**src/rtl/irq_sched.sv**
```systemverilog
// irq_sched: synchronizes raw interrupt lines, maintains MIP and issues one
// prioritized trap request at a time with a post-ack hold-off.
module irq_sched #(
    parameter int SYNC_STAGES = 2,
    parameter int HOLD_CYCLES = 2
) (
    input  logic        clk,
    input  logic        rst,
    input  logic        irq_msip,
    input  logic        irq_mtip,
    input  logic        irq_meip,
    input  logic        irq_seip,
    input  logic [63:0] mie,
    input  logic [63:0] mideleg,
    input  logic        mstatus_mie,
    input  logic        mstatus_sie,
    input  logic [1:0]  priv,
    input  logic        mip_we,
    input  logic [63:0] mip_wdata,
    output logic [63:0] mip,
    output logic        irq_req,
    output logic [3:0]  irq_cause,
    output logic        irq_deleg,
    input  logic        irq_ack
);
    typedef enum logic [1:0] {IDLE, REQ, HOLD} state_t;
    state_t state, state_nx;
    logic [SYNC_STAGES-1:0][3:0] sync_q;
    logic [3:0]  lines;
    logic        ssip, stip, seip_sw;
    logic [2:0]  hold_cnt;
    logic [63:0] en;
    logic [15:0] en16;
    logic        m_ok, s_ok, any_en, withdraw;
    logic [3:0]  win;
    logic        unused_ok;

    // line order within each stage: {seip, meip, mtip, msip}
    always_ff @(posedge clk or posedge rst)
        if (rst)
            sync_q <= '0;
        else
            sync_q <= {sync_q[SYNC_STAGES-2:0], {irq_seip, irq_meip, irq_mtip, irq_msip}};

    always_ff @(posedge clk or posedge rst)
        if (rst)
            {seip_sw, stip, ssip} <= '0;
        else if (mip_we)
            {seip_sw, stip, ssip} <= {mip_wdata[9], mip_wdata[5], mip_wdata[1]};

    assign unused_ok = ^{mip_wdata[63:10], mip_wdata[8:6], mip_wdata[4:2], mip_wdata[0]};
    assign lines = sync_q[SYNC_STAGES-1];
    assign mip = {52'd0, lines[2], 1'b0, seip_sw | lines[3], 1'b0, lines[1], 1'b0,
                  stip, 1'b0, lines[0], 1'b0, ssip, 1'b0};

    assign m_ok = priv != 2'd3 || mstatus_mie;
    assign s_ok = priv == 2'd0 || (priv == 2'd1 && mstatus_sie);
    assign en = mip & mie & ((mideleg & {64{s_ok}}) | (~mideleg & {64{m_ok}}));
    assign en16 = en[15:0];
    assign any_en = |en;
    assign win = en[11] ? 4'd11 : en[3] ? 4'd3 : en[7] ? 4'd7 :
                 en[9] ? 4'd9 : en[1] ? 4'd1 : 4'd5;
    assign withdraw = !en16[irq_cause];

    always_ff @(posedge clk or posedge rst)
        if (rst)
            state <= IDLE;
        else
            state <= state_nx;

    // ack takes precedence over withdraw while requesting
    always_comb
        state_nx = state == IDLE ? (any_en ? REQ : IDLE) :
                   state == REQ  ? (irq_ack ? HOLD : withdraw ? IDLE : REQ) :
                   (hold_cnt <= 3'd1 ? IDLE : HOLD);

    always_comb
        irq_req = state == REQ;

    always_ff @(posedge clk or posedge rst)
        if (rst) begin
            hold_cnt  <= '0;
            irq_cause <= '0;
            irq_deleg <= 1'b0;
        end else begin
            if (state == IDLE && any_en) begin
                irq_cause <= win;
                irq_deleg <= mideleg[{2'b00, win}];
            end
            hold_cnt <= state == REQ && irq_ack ? 3'(HOLD_CYCLES) :
                        state == HOLD && hold_cnt != 3'd0 ? hold_cnt - 3'd1 : hold_cnt;
        end
endmodule

```
**config.mk**
```make
export PLATFORM = sky130hd
export DESIGN_NAME = irq_sched
export DESIGN_NICKNAME = d
export VERILOG_FILES = /design/src/rtl/irq_sched.sv
export SDC_FILE = /design/constraint.sdc
export NUM_CORES = 1
export LEC_CHECK = 0
export BUFFER_PORTS_ARGS = -buffer_cell sky130_fd_sc_hd__buf_2
export CAP_MARGIN = 20
export CORE_AREA = 2 2 106 108
export DETAILED_ROUTE_END_ITERATION = 12
export DIE_AREA = 0 0 108 110
export MAX_ROUTING_LAYER = met4
export SLEW_MARGIN = 20
export SYNTH_ARGS = -nofsm -noshare
export SYNTH_HDL_FRONTEND = slang
export SYNTH_SLANG_ARGS = --single-unit
export TNS_END_PERCENT = 20
```
**constraint.sdc**
```tcl
create_clock -name clk -period 1.9 [get_ports clk]
set_input_delay 0.285 -clock clk [delete_from_list [all_inputs] [get_ports clk]]
set_output_delay 0.285 -clock clk [all_outputs]
set_load 0.02 [all_outputs]
```
==> results.cfg <==
[run_status]
outcome = completed

[global_routing]
grt.total_usage_pct = 6.13
grt_antenna_before_repair = 0
grt_pass1_vias = 1064
grt_max_degree = 22
gr-total-overflow = 0
grt_pass1_wl_mm = 5.52

[placed_design]
dpl.hpwl_mm = 3.00
port_buffers = 38
gp_congestion = 0.780
dpl_cell_area_mm2 = 0.00178
pre_cts_slack_ns = -0.0262

[sta]
layout_min_cycle_time_ns = 1.72
slew_viol_final = 0
layout_setup_ws_ns = 0.184
hold_viol_final = 0
skew_ns = 0.00701
finalCritPeriodShare_pct = 90.3
finalSetupViolCount = 0
fmaxAchievable_mhz = 583
rsz0062_at_grt = no

[worst_setup_path]
worst_setup_path_end_kind = flop
r2r-start = seip_sw
crit_top_cell = o21ai_1
worstPathRequired_ns = 2.05
setup.worst_path.start = seip_sw
crit_path_max_incr_delay_ns = 0.40
arrival_ns = 1.87
critical-path-top-delay-family = compound AO/OA/AOI/OAI gates
worstPathMaxFanout = 5
crit_buf_inv = 0
critPathKind = flop to flop
cpMaxStageDelayCell = dfrtp_1
crit_chain = o21ai_1 > o21ai_1 > a211oi_2 > nand3_2 > and2_4 > or2_1
worstSetupStartpointType = flop

[clocking]
cts_hold_buf = 0
cts_tree = yes
htree_num_levels = 1
clkLatencyLatePin_ns = 0.27
ctsResizeCount = 0
clk_path_buf_depth = 2
cts-root-buf = clkbuf_8
path_clk_slew_ns = 0.08
postCtsSetupBuffers = 0
cts_sinks = 21
cts_buffers = 3

[route]
drt_iter0_drc = 33
ant_nets = 0
firstDrtPassIters = 6
drt_wl_total_mm = 3.52
wl_per_cell_um = 9.61
drcViolationCount = 0
vias = 1237
via_per_inst = 3.38

[finish]
diodes = 0
multiInputGateArea_um2 = 800
seqCellArea_um2 = 526
area_growth_pct = 12.1
drive_above_1_share_pct = 26.1
finalInstanceArea_mm2 = 0.00183
nFillCells = 1213
fin_nets = 434

[die]
die-area_mm2 = 0.0119
die_y_um = 110
io_pins = 274
start_util_pct = 15.2
die_x_um = 108
core_mm2 = 0.0107
rows = 38

[min_path]
hold_class = input pin to asynchronous set/reset pin

[logic_synthesis]
synth_area_mm2 = 0.00163
yosys_warnings = 0
synth_ff_type = dfrtp_1
synth_cell_types = 41
synth_seq_cells = 21
ys_seq_area_share_pct = 32.3
synth_area_per_cell_um2 = 8.85
synthArstFlopShare_pct = 100
synth_edf_count = 0
yosysTopAreaCellShare_pct = 32.3
syn_inst = 184
yosys-top-cells-area = dfrtp_1, buf_4, a21oi_1
yosys.area.top_type = dfrtp_1

[power]
power_density_mw_per_mm2 = 954
power.leakage_nw = 0.890
peakVddDrop_mv = 0.680

[flow_run]
maxCapViolCount = 0
-- where the power goes --
part | leakage (nW) | switching, mW | total [mW] | internal [mW]
logic | 0.623 | 0.471 | 0.745 | 0.274
clock network | 0.0228 | 0.157 | 0.307 | 0.150
registers | 0.245 | 0.131 | 0.689 | 0.559
total | 0.890 | 0.759 | 1.74 | 0.982
-- state kept, by name, indices dropped and copies added, names as in the netlist --
name       flops
hold_cnt       3
irq_cause      4
irq_deleg      1
lines          4
seip_sw        1
ssip           1
state          2
stip           1
sync_q         4
-- layout by cell type (no fill, tap or decap), types with 2 or more instances in the layout --
cell,count
conb_1,58
buf_2,38
dfrtp_1,21
nand2_1,13
a21oi_1,11
inv_1,8
buf_4,8
nor2_1,7
nand3_1,6
o32ai_1,4
mux2_2,4
o21ai_0,3
a31oi_1,3
o21ai_1,3
nand3b_1,3
ha_1,3
clkbuf_8,3
and3b_1,2
or2_1,2
nor2b_1,2
o31ai_1,2
o311ai_0,2
-- layer usage --
metal	wire, um	share of wire [%]	vias up	GRT usage (%)
li1	-	-	595	-
met1	1830	52	554	8.86
met2	1420	40	86	8.89
met3	246	7.0	2	0.823
met4	20	0.57	0	1.83
met5	0	0	-	-
-- per-stage QoR --
stage	hold slack (ns)	util, %	power, mW	TNS (ns)	cells
detailed placement	0.335	16.6	1.45	-0.0262	362
CTS	0.0408	17.1	1.76	0	366
global placement	0.333	16.6	1.43	0	362
floorplan	0.262	-	1.32	0	241
finish	0.0315	17.1	1.74	0	366
global route	0.0626	17.1	1.89	0	366
-- area by class of cell --
| cell class | instances | share of cell area (%) |
|---|---|---|
| inverter | 8 | 1.64 |
| tap | 140 | 9.60 |
| sequential | 21 | 28.8 |
| timing repair buffer | 46 | 13.7 |
| multi-input combinational | 147 | 43.8 |
| clock buffer | 4 | 2.47 |
-- cell usage after synthesis, types with 2 or more instances --
master	instances
nand2_1	13
o311ai_0	2
buf_4	63
o32ai_1	4
nand3_1	6
dfrtp_1	21
inv_1	8
a21oi_1	11
o21ai_1	2
nand3b_1	3
or2_1	2
ha_1	3
o31ai_1	2
mux2_2	4
and3b_1	2
nor2_1	7
nor2b_1	2
o21ai_0	4
a31oi_1	3
-- worst reg2reg max path, delay by kind of cell (launching register included) --
kind,cells,cell delay [ns]
and+or+nand+nor,3,0.52
DFF,1,0.40
AOI/OAI and AO/OA,3,0.68
-- worst paths after layout --
| path | end | slack (ns) | cells past startpoint |
|---|---|---|---|
| setup / recovery | irq_cause[0] | 0.18 | 6 |
| min in group clk | sync_q[3] | 0.12 | 1 |
| hold / removal | sync_q[3] | 0.03 | 3 |
| hold reg to reg | lines[0] | 0.35 | 0 |
| setup reg to reg | irq_cause[0] | 0.18 | 6 |
| max in group asynchronous | irq_cause[1] | 1.64 | 3 |
-- cells by family after synthesis --
| kind of cell | Yosys count | synth area share [%] |
|---|---|---|
| DFF | 21 | 32.3 |
| AOI/OAI and AO/OA | 36 | 15.0 |
| buffers and inverters | 73 | 31.8 |
| other | 1 | 0.230 |
| and+or+nand+nor | 45 | 15.1 |
| adders and majority gates | 3 | 2.30 |
| muxes | 5 | 3.38 |
Note: power is estimated with default switching activity, not from simulation.
